[config.mk]
export PLATFORM = sky130hd
export DESIGN_NAME = booth_r4_seq_ctrl_flat
export DESIGN_NICKNAME = d
export VERILOG_FILES = /design/src/rtl/booth_pkg.sv /design/src/rtl/booth_r4_seq_ctrl_if.sv /design/src/rtl/booth_r4_enc.sv /design/src/rtl/booth_r4_seq_ctrl.sv /design/src/flat_wrapper.sv
export SDC_FILE = /design/constraint.sdc
export NUM_CORES = 1
export LEC_CHECK = 0
export CAP_MARGIN = 5
export CORE_MARGIN = 1.5
export CORE_UTILIZATION = 41
export DETAILED_ROUTE_END_ITERATION = 16
export HOLD_SLACK_MARGIN = 0.15
export PLACE_DENSITY_LB_ADDON = 0.3
export SYNTH_ARGS = -nofsm -noshare
export SYNTH_HDL_FRONTEND = slang
export SYNTH_HIERARCHICAL = 1
export SYNTH_SLANG_ARGS = --single-unit
[constraint.sdc]
create_clock -name clk -period 13.6 [get_ports clk]
set_input_delay 3.4 -clock clk [delete_from_list [all_inputs] [get_ports clk]]
set_output_delay 3.4 -clock clk [all_outputs]
set_load 0.02 [all_outputs]
[src/rtl/booth_pkg.sv]
// rtl/booth_pkg.sv - shared types and Booth digit decode for the radix-4 multiplier
package booth_pkg;

  // Controller FSM states
  typedef enum logic [1:0] {
    IDLE = 2'd0,
    RUN  = 2'd1,
    DONE = 2'd2
  } state_t;

  // Booth digit selection: 0, +md, +2md, -md, -2md
  typedef enum logic [2:0] {
    ZERO = 3'd0,
    P1   = 3'd1,
    P2   = 3'd2,
    M1   = 3'd3,
    M2   = 3'd4
  } sel_t;

  // Map a 3-bit overlapping multiplier window to its Booth digit
  function automatic sel_t booth_sel(input logic [2:0] window);
    sel_t s;
    case (window)
      3'b001, 3'b010: s = P1;
      3'b011:         s = P2;
      3'b100:         s = M2;
      3'b101, 3'b110: s = M1;
      default:        s = ZERO;
    endcase
    return s;
  endfunction

endpackage

[src/rtl/booth_r4_seq_ctrl_if.sv]
// rtl/booth_r4_seq_ctrl_if.sv - operand/product handshake and encoder probe bundle
interface booth_r4_seq_ctrl_if #(
  parameter int N = 32
);
  localparam int CW = $clog2(N / 2) + 1;

  logic             in_valid;
  logic             in_ready;
  logic [N-1:0]     md;
  logic [N-1:0]     mr;
  logic             out_valid;
  logic             out_ready;
  logic [2*N-1:0]   out;
  logic             busy;
  logic             enc_neg;
  logic             enc_two;
  logic             enc_zero;
  logic [CW-1:0]    pp_idx;

  // Operand source / product sink side
  modport master (
    output in_valid, md, mr, out_ready,
    input  in_ready, out_valid, out, busy, enc_neg, enc_two, enc_zero, pp_idx
  );

  // Multiplier controller side
  modport slave (
    input  in_valid, md, mr, out_ready,
    output in_ready, out_valid, out, busy, enc_neg, enc_two, enc_zero, pp_idx
  );

endinterface

[src/rtl/booth_r4_enc.sv]
// rtl/booth_r4_enc.sv - radix-4 Booth window encoder and partial-product former
module booth_r4_enc
  import booth_pkg::*;
#(
  parameter int N = 32
) (
  input  logic [2:0]   window,
  input  logic [N-1:0] md,
  output logic         neg,
  output logic         two,
  output logic         zero,
  output logic [N+1:0] pp
);

  sel_t         sel;
  logic [N+1:0] md_ext;
  logic [N+1:0] mag;

  // Decode the window and build the N+2-bit signed partial product; two extra
  // bits keep -2*md representable even for the most negative multiplicand
  always_comb begin
    sel    = booth_sel(window);
    neg    = (sel == M1) || (sel == M2);
    two    = (sel == P2) || (sel == M2);
    zero   = (sel == ZERO);
    md_ext = {{2{md[N-1]}}, md};
    mag    = two ? {md_ext[N:0], 1'b0} : md_ext;
    if (zero)     pp = '0;
    else if (neg) pp = -mag;
    else          pp = mag;
  end

endmodule

[src/rtl/booth_r4_seq_ctrl.sv]
// rtl/booth_r4_seq_ctrl.sv - sequential radix-4 Booth multiplier, one digit per clock
module booth_r4_seq_ctrl
  import booth_pkg::*;
#(
  parameter int N = 32
) (
  input  logic                 clk,
  input  logic                 reset,
  booth_r4_seq_ctrl_if.slave   bus
);

  localparam int            CW   = $clog2(N / 2) + 1;
  localparam logic [CW-1:0] LAST = CW'(N / 2 - 1);

  state_t          state_q, state_d;
  logic [N-1:0]    md_q, md_d;
  logic [N:0]      mrx_q, mrx_d;
  logic [2*N-1:0]  acc_q, acc_d;
  logic [CW-1:0]   count_q, count_d;
  logic            rdy_en_q, rdy_en_d;

  logic            in_ready_w;
  logic            accept;
  logic            enc_neg_w, enc_two_w, enc_zero_w;
  logic [N+1:0]    pp;
  logic [2*N-1:0]  pp_ext;
  logic [2*N-1:0]  pp_sh;
  logic [CW:0]     shamt;

  booth_r4_enc #(.N(N)) u_enc (
    .window (mrx_q[2:0]),
    .md     (md_q),
    .neg    (enc_neg_w),
    .two    (enc_two_w),
    .zero   (enc_zero_w),
    .pp     (pp)
  );

  // in_ready stays low through reset and rises one cycle after release
  assign in_ready_w = (state_q == IDLE) && rdy_en_q;
  assign accept     = bus.in_valid && in_ready_w;

  // State register
  always_ff @(posedge clk) begin
    if (!reset) state_q <= IDLE;
    else        state_q <= state_d;
  end

  // Next-state: accept -> RUN for N/2 digits -> DONE until consumer takes it
  always_comb begin
    state_d = state_q;
    case (state_q)
      IDLE:    if (accept) state_d = RUN;
      RUN:     if (count_q == LAST) state_d = DONE;
      DONE:    if (bus.out_ready) state_d = IDLE;
      default: state_d = IDLE;
    endcase
  end

  // Datapath next values: latch operands on accept, accumulate each RUN cycle
  always_comb begin
    md_d     = md_q;
    mrx_d    = mrx_q;
    acc_d    = acc_q;
    count_d  = count_q;
    rdy_en_d = 1'b1;
    pp_ext   = {{(N-2){pp[N+1]}}, pp};
    shamt    = {count_q, 1'b0};
    pp_sh    = pp_ext << shamt;
    if (state_q == IDLE && accept) begin
      md_d    = bus.md;
      mrx_d   = {bus.mr, 1'b0};
      acc_d   = '0;
      count_d = '0;
    end else if (state_q == RUN) begin
      acc_d   = acc_q + pp_sh;
      mrx_d   = {mrx_q[N], mrx_q[N], mrx_q[N:2]};
      count_d = count_q + CW'(1);
    end
  end

  // Datapath registers
  always_ff @(posedge clk) begin
    if (!reset) begin
      md_q     <= '0;
      mrx_q    <= '0;
      acc_q    <= '0;
      count_q  <= '0;
      rdy_en_q <= 1'b0;
    end else begin
      md_q     <= md_d;
      mrx_q    <= mrx_d;
      acc_q    <= acc_d;
      count_q  <= count_d;
      rdy_en_q <= rdy_en_d;
    end
  end

  // Outputs decoded from state; encoder probes only visible while stepping
  always_comb begin
    bus.in_ready  = 1'b0;
    bus.out_valid = 1'b0;
    bus.out       = '0;
    bus.busy      = 1'b0;
    bus.enc_neg   = 1'b0;
    bus.enc_two   = 1'b0;
    bus.enc_zero  = 1'b0;
    bus.pp_idx    = '0;
    case (state_q)
      IDLE: bus.in_ready = in_ready_w;
      RUN: begin
        bus.busy     = 1'b1;
        bus.enc_neg  = enc_neg_w;
        bus.enc_two  = enc_two_w;
        bus.enc_zero = enc_zero_w;
        bus.pp_idx   = count_q;
      end
      DONE: begin
        bus.busy      = 1'b1;
        bus.out_valid = 1'b1;
        bus.out       = acc_q;
      end
      default: ;
    endcase
  end

endmodule

[src/flat_wrapper.sv]
// flat-port wrapper written by rule: the top's interface ports become plain ports
module booth_r4_seq_ctrl_flat import booth_pkg::*;
#(
  parameter int N = 32
)
  (clk, reset, bus_in_valid, bus_md, bus_mr, bus_out_ready, bus_in_ready, bus_out_valid, bus_out, bus_busy, bus_enc_neg, bus_enc_two, bus_enc_zero, bus_pp_idx);
  booth_r4_seq_ctrl_if #(.N(N)) bus_i ();
  input  logic clk;
  input  logic reset;
  input wire logic [$bits(bus_i.in_valid)-1:0] bus_in_valid;
  input wire logic [$bits(bus_i.md)-1:0] bus_md;
  input wire logic [$bits(bus_i.mr)-1:0] bus_mr;
  input wire logic [$bits(bus_i.out_ready)-1:0] bus_out_ready;
  output wire logic [$bits(bus_i.in_ready)-1:0] bus_in_ready;
  output wire logic [$bits(bus_i.out_valid)-1:0] bus_out_valid;
  output wire logic [$bits(bus_i.out)-1:0] bus_out;
  output wire logic [$bits(bus_i.busy)-1:0] bus_busy;
  output wire logic [$bits(bus_i.enc_neg)-1:0] bus_enc_neg;
  output wire logic [$bits(bus_i.enc_two)-1:0] bus_enc_two;
  output wire logic [$bits(bus_i.enc_zero)-1:0] bus_enc_zero;
  output wire logic [$bits(bus_i.pp_idx)-1:0] bus_pp_idx;
  assign bus_i.in_valid = bus_in_valid;
  assign bus_i.md = bus_md;
  assign bus_i.mr = bus_mr;
  assign bus_i.out_ready = bus_out_ready;
  assign bus_in_ready = bus_i.in_ready;
  assign bus_out_valid = bus_i.out_valid;
  assign bus_out = bus_i.out;
  assign bus_busy = bus_i.busy;
  assign bus_enc_neg = bus_i.enc_neg;
  assign bus_enc_two = bus_i.enc_two;
  assign bus_enc_zero = bus_i.enc_zero;
  assign bus_pp_idx = bus_i.pp_idx;
  booth_r4_seq_ctrl #(.N(N)) u_core (.clk(clk), .reset(reset), .bus(bus_i));
endmodule
Word level (Yosys, flattened, before mapping)
Cells that the tools add are included.

Reductions and logical operators: 13. Shift-type cells: 1. Bitwise logic cells: 1. Muxes and demuxes: 19. Add/subtract/negate cells: 3. Eq/ne operators: 15.

Operator list (number): 34-bit 2-to-1 mux (2); 64-bit adder (1); 32-bit 2-to-1 mux (2); 64-bit 2-to-1 mux (1); 64-bit by 6-bit << shifter with 64-bit output (1); 34-bit negator (1); 33-bit 2-to-1 mux (1); 3-bit by 2-bit equality test with 1-bit output (second input constant) (4); 3-bit equality test (second input constant) (4); 3-bit case mux with 4 select lines (1); 2-bit OR reduction (4); 1-bit 2-to-1 mux (7); 2-bit 2-to-1 mux (3); 2-bit case mux with 3 select lines (1); 5-bit by 1-bit adder with 5-bit output (second input constant) (1); 5-bit by 4-bit equality test with 1-bit output (second input constant) (1); 5-bit 2-to-1 mux (1); 2-bit by 1-bit inequality test with 1-bit output (second input constant) (2); 3-bit by 1-bit equality test with 1-bit output (second input constant) (1); 1-bit logical AND (3); 3-bit zero test (1); 3-bit AND reduction (1); 2-bit by 1-bit equality test with 1-bit output (second input constant) (1); 2-bit equality test (second input constant) (1); other kinds (5) (6).

Output and inout bits: 75. Bits in registers: 137. Bits of input ports: 68. Logic and storage cells: 60.

Depth between registers and ports, before layout
Depth in word-level cells: 11. Gate-level depth with buffers: 36. Gate-level depth less buffers: 33.

Cells and area by module
The synthesis kept the hierarchy.

Modules (own cells, without submodules): booth_r4_seq_ctrl (times used 1, cells an instance 1514, area each 11453.5 um^2, sequential area each 2742.6 um^2); booth_r4_enc (times used 1, cells an instance 363, area each 2313.5 um^2, sequential area each 0.0 um^2).

Worst setup path after synthesis
Ideal clock, no wire load.

Kind: reg-to-reg. Start point: register u_core.mrx_q[0]. End point: register u_core.acc_q[60]. Clock period less this slack: 6.619 ns. Required time: 13.477 ns. Library setup time: 0.123 ns. Path slack: 6.981 ns. Cell stages (with the launch flop): 35. Buffers on the path: 4. Arrival time: 6.496 ns. Path through: dfxtp_1 > buf_6 > nor3b_4 > nor2_2 > inv_2 > clkbuf_1 > mux2i_1 > ha_1 > nor2b_1 > o2111ai_1 > nor3b_2 > and4_1 > buf_4 > a31oi_1 > or3_1 > nand2_1 > nor2b_1 > a211oi_1 > a21oi_1 > nand2_1 > nand2_1 > o21ai_0 > nor2_1 > ha_1 > clkbuf_1 > a21o_1 > a221o_1 > or4b_4 > o21ai_4 > o21ai_4 > a41oi_4 > o41ai_2 > a2111oi_4 > or3_1 > nand3_1.

Longest elaborated chain between the ends: 11. Elaborated cells on any way between the ends: 21. Classes of those cells: add/sub (2); eq/ne (9); shift (1); mux (4); reduce/logical (5).

Ends and longest elaborated chain: start: declaration (line booth_r4_seq_ctrl.sv:17) `logic [N:0] mrx_q, mrx_d;`; start signal: assignment (line booth_r4_seq_ctrl.sv:92) `mrx_q <= mrx_d;`; 3-bit equality test (tied with other cells) (line booth_pkg.sv:23) `case (window)`; 2-bit OR reduction (line booth_pkg.sv:23); 3-bit case mux with 4 select lines * (line booth_pkg.sv:23); 3-bit by 2-bit equality test with 1-bit output or 3-bit equality test (tied branches) (line booth_r4_enc.sv:24) `two = (sel == P2) || (sel == M2);`; 1-bit logical OR * (line booth_r4_enc.sv:24); named net u_core.enc_two_w (line booth_r4_seq_ctrl.sv:24) `logic enc_neg_w, enc_two_w, enc_zero_w;`; 32-bit 2-to-1 mux * (line booth_r4_enc.sv:27) `mag = two ? {md_ext[N:0], 1'b0} : md_ext;`; 34-bit negator (line booth_r4_enc.sv:29) `else if (neg) pp = -mag;`; 34-bit 2-to-1 mux * (line booth_r4_enc.sv:29); 34-bit 2-to-1 mux * (line booth_r4_enc.sv:28) `if (zero) pp = '0;`; named net u_core.pp[24] (line booth_r4_seq_ctrl.sv:25) `logic [N+1:0] pp;`; 64-bit by 6-bit << shifter with 64-bit output * (line booth_r4_seq_ctrl.sv:69) `pp_sh = pp_ext << shamt;`; 64-bit adder * (line booth_r4_seq_ctrl.sv:76) `acc_d = acc_q + pp_sh;`; end signal: assignment (line booth_r4_seq_ctrl.sv:87) `acc_q <= '0;`; end signal: assignment (line booth_r4_seq_ctrl.sv:93) `acc_q <= acc_d;`; end: declaration (line booth_r4_seq_ctrl.sv:18) `logic [2*N-1:0] acc_q, acc_d;`.

Mark *: on every way through the listed nets, which the timed path passes. The rest lies on a longest branch. A chain may end at the register's enable or synchronous reset.

Worst setup path in the final report
Start point: register u_core.mrx_q[1]. End point: register u_core.acc_q[57].

The elaborated chain is that of the path after synthesis.

==> impl_metrics.csv <==
group,metric,value,unit
worst_setup_path,timing.rr.start,"u_core/mrx_q[1]",
sta,finalSetupViolCount,0,
place,hpwl,33810,µm
cells_and_area,final_cell_mix,"nand2_1 (238), nor2_1 (207), a21oi_1 (155)",
worst_setup_path,cp.required,13900,ps
clock_network,cts_tree,"done",
yosys,yosysWarnings,6,
yosys,synth_top_family_by_area,"compound AO/OA/AOI/OAI gates",
yosys,synth_edf_count,0,
cells_and_area,layout_commonest_cell,"nand2_1",
power_and_ir_drop,power_density,113.9,nW/µm²
cells_and_area,nets,2050,
drt,wire_per_inst,18.74,µm
power_and_ir_drop,total_power,1.806,mW
cells_and_area,utilization,48.35,%
clock_network,cts_buffer_depth,2,
clock_network,cts.sinks,137,
sta,post-route-period-util,62.85,%
power_and_ir_drop,peakVddDrop,89.00,µV
place,dpl.cell_count,2335,
cells_and_area,fin_cells,2367,
yosys,syn_avg_cell_area,7.335,µm²
cells_and_area,syn_to_final_growth,15.14,%
clock_network,cts_setup_buffers,0,
sta,max_freq,117.0,MHz
sta,final.min_clock_period,8547,ps
worst_setup_path,worst_r2r_endpoint,"u_core/acc_q[57]",
power_and_ir_drop,p_leak,6.582,nW
status,outcome,"finished clean",
die,io_pins,143,
power_and_ir_drop,netSwitchingFraction,43.82,%
place,dpl_cell_area,15260,µm²
yosys,synthDistinctLibCells,92,
yosys,seq_area_frac_synth,19.92,%
yosys,synthAdderAreaFrac,6.416,%
power_and_ir_drop,comb_power_share,46.7,%
clock_network,cts.htree.levels,4,
yosys,synthArstFlopShare,0,%
sta,fin_setup_tns,0,ps
grt,grt_overflow,0,
grt,grt_pass1_wl,69780,µm
clock_network,cts_buffers,17,
power_and_ir_drop,seqPwrFrac,26.9,%
sta,drv_slew,0,
clock_network,ctsHoldBuffers,0,
sta,hold_violations,0,
worst_setup_path,cp-start-kind,"flop",
cells_and_area,design_area,15850,µm²
sta,finClkSkew,14.06,ps
yosys,synthesis.nets,2015,
worst_setup_path,r2r_cells,33,
cells_and_area,antenna_cells,0,
drt,ant_nets,0,
run,drv_cap,0,
drt,vias,13909,
grt,grt_start_max_net_pins,97,
sta,rsz0062_at_grt,"false",
hold_path,hold_class,"flop to flop",
worst_setup_path,crit_arrival,8850,ps
sta,relSlewSlack,35.09,%
worst_setup_path,worstPathMaxFanout,28,
worst_setup_path,slowest_stage,"and3b_1",
yosys,synth_compound_area_share,27.84,%
place,pre_cts_slack,5227,ps
power_and_ir_drop,internal-power,1.015,mW
power_and_ir_drop,clkPwrFrac,26.4,%
hold_path,min_path_cells,2,
cells_and_area,final_layout_size_suffix_gt1_share,5.922,%
worst_setup_path,cpMostUsedCell,"nor2_1",
grt,grt_use_total,25.56,%
yosys,netlist_instances,1877,
worst_setup_path,r2r_slack,5050,ps
place,io_buffers,142,
yosys,synth_xor_area_share,4.644,%
clock_network,root_buffer,"clkbuf_16",
grt,grt_pass1_vias,12829,
drt,drt-total-wl,44360,µm
hold_path,hold_end,"u_core/acc_q[62]",
drt,drc,0,
die,chipHeight,186.2,µm
die,fp.coreArea,32780,µm²
yosys,ys.flop_type,"dfxtp_1",
clock_network,worstSkewPairLatency,440,ps
drt,drt_iter0_markers,1280,
die,row_count,66,
yosys,yosys.area_share.simple,24.66,%
worst_setup_path,critPathCaptureType,"flop",
yosys,synth-seq-cells,137,
sta,hold_ws,488.6,ps
place,gp_congestion,0.9638,
clock_network,post_cts_resized,0,
hold_path,min-delay-start,"u_core/acc_q[62]",
die,fp.dieW,186.2,µm
worst_setup_path,max_stage_delay,650,ps
power_and_ir_drop,net-switching-power,791.4,µW
clock_network,path_clk_slew,70,ps
yosys,synth_mux_area_share,11.28,%
yosys,syn-cell-area,13770,µm²
sta,worst_slew_pin_slew,973.7,ps
die,die_area,34690,µm²
drt,via_per_inst,5.876,
sta,timing.final.ws_setup,5053,ps
grt,antenna_found_initial,0,
drt,drtPass1Iterations,6,
worst_setup_path,critPathKind,"flop to flop",
die,initial_core_util,41.99,%
==> worst max-delay path, delay by kind of cell (launching register included) <==
family / cells / cell delay [ps]
and+or+nand+nor: 9 / 1950
muxes: 3 / 660
AOI/OAI and AO/OA: 14 / 3460
adders and majority gates: 2 / 580
xor gates and xnor gates: 2 / 290
DFF: 1 / 640
buffers and inverters: 3 / 790
==> final cells by class <==
class / count / area, µm²
fill: 3312 / 16930
multi-input combinational: 1567 / 10320
sequential: 137 / 2746
timing repair buffer: 155 / 1514
tap: 442 / 553.0
clock buffer: 18 / 439.2
clock inverter: 14 / 148.9
inverter: 34 / 127.6
==> cells in the mapped netlist (12+ instances only) <==
library cell	number	share of area (%)
a21boi_0	35	1.9
nand2_1	240	6.5
nor3_1	19	0.69
o32a_1	12	0.87
xor2_1	25	1.6
a21oi_1	155	5.6
xnor2_1	48	3.1
nor2_1	207	5.6
o21ai_0	79	2.9
or3_1	16	0.73
dfxtp_1	137	20
buf_1	20	0.55
nand3_1	37	1.3
nand4_1	21	0.95
and3_1	15	0.68
clkbuf_1	102	2.8
o21bai_1	13	0.71
a211oi_1	16	0.87
o22ai_1	15	0.68
nor2b_1	20	0.91
a21o_1	48	2.6
a31oi_1	19	0.86
o21ai_1	43	1.6
o211a_1	33	2.4
ha_1	69	6.3
and2_1	81	3.7
inv_1	30	0.82
mux2i_1	118	8.6
==> cells by family (layout without fill, tap and decap cells) <==
| group | after synthesis | in the layout |
|---|---|---|
| flops | 137 | 137 |
| buf+inv | 173 | 221 |
| xor+xnor | 73 | 73 |
| simple gates | 714 | 714 |
| mux | 140 | 140 |
| compound gates | 570 | 570 |
| fa+ha+maj | 70 | 70 |
==> worst max-delay path by stage <==
stage | from | endpoint | slack [ps] | depth (start not counted)
after global routing | u_core/mrx_q[1] | u_core/acc_q[57] | 4310 | 33
final | u_core/mrx_q[1] | u_core/acc_q[57] | 5050 | 33
after global placement | u_core/mrx_q[1] | u_core/acc_q[60] | 5450 | 31
after CTS | u_core/mrx_q[1] | u_core/acc_q[57] | 5200 | 33
after floorplan | u_core/mrx_q[0] | u_core/acc_q[60] | 6980 | 34
after detailed placement | u_core/mrx_q[1] | u_core/acc_q[57] | 5230 | 33
==> metal layers <==
metal  up-vias  routed length [µm]  GRT usage, %
met5         -                   0             0
met4         0                1215         9.129
met3        79                3197         5.179
met2       516               20170         41.72
met1      6483               19780         33.37
li1       6831                   -             -
==> state kept, by name, summed over array words and instances (netlist names) <==
register         count
u_core/acc_q        64
u_core/rdy_en_q      1
u_core/mrx_q        33
u_core/count_q       5
u_core/md_q         32
u_core/state_q       2
==> power groups by stage <==
| stage | clock network, mW | logic (mW) | registers, mW |
|---|---|---|---|
| after detailed placement | 0 | 0.825 | 0.495 |
| after global placement | 0 | 0.823 | 0.494 |
| after CTS | 0.487 | 0.831 | 0.486 |
| after global routing | 0.507 | 0.913 | 0.493 |
| final | 0.476 | 0.843 | 0.486 |
| after floorplan | 0 | 0.635 | 0.467 |
(Power assumes the default switching activity.)
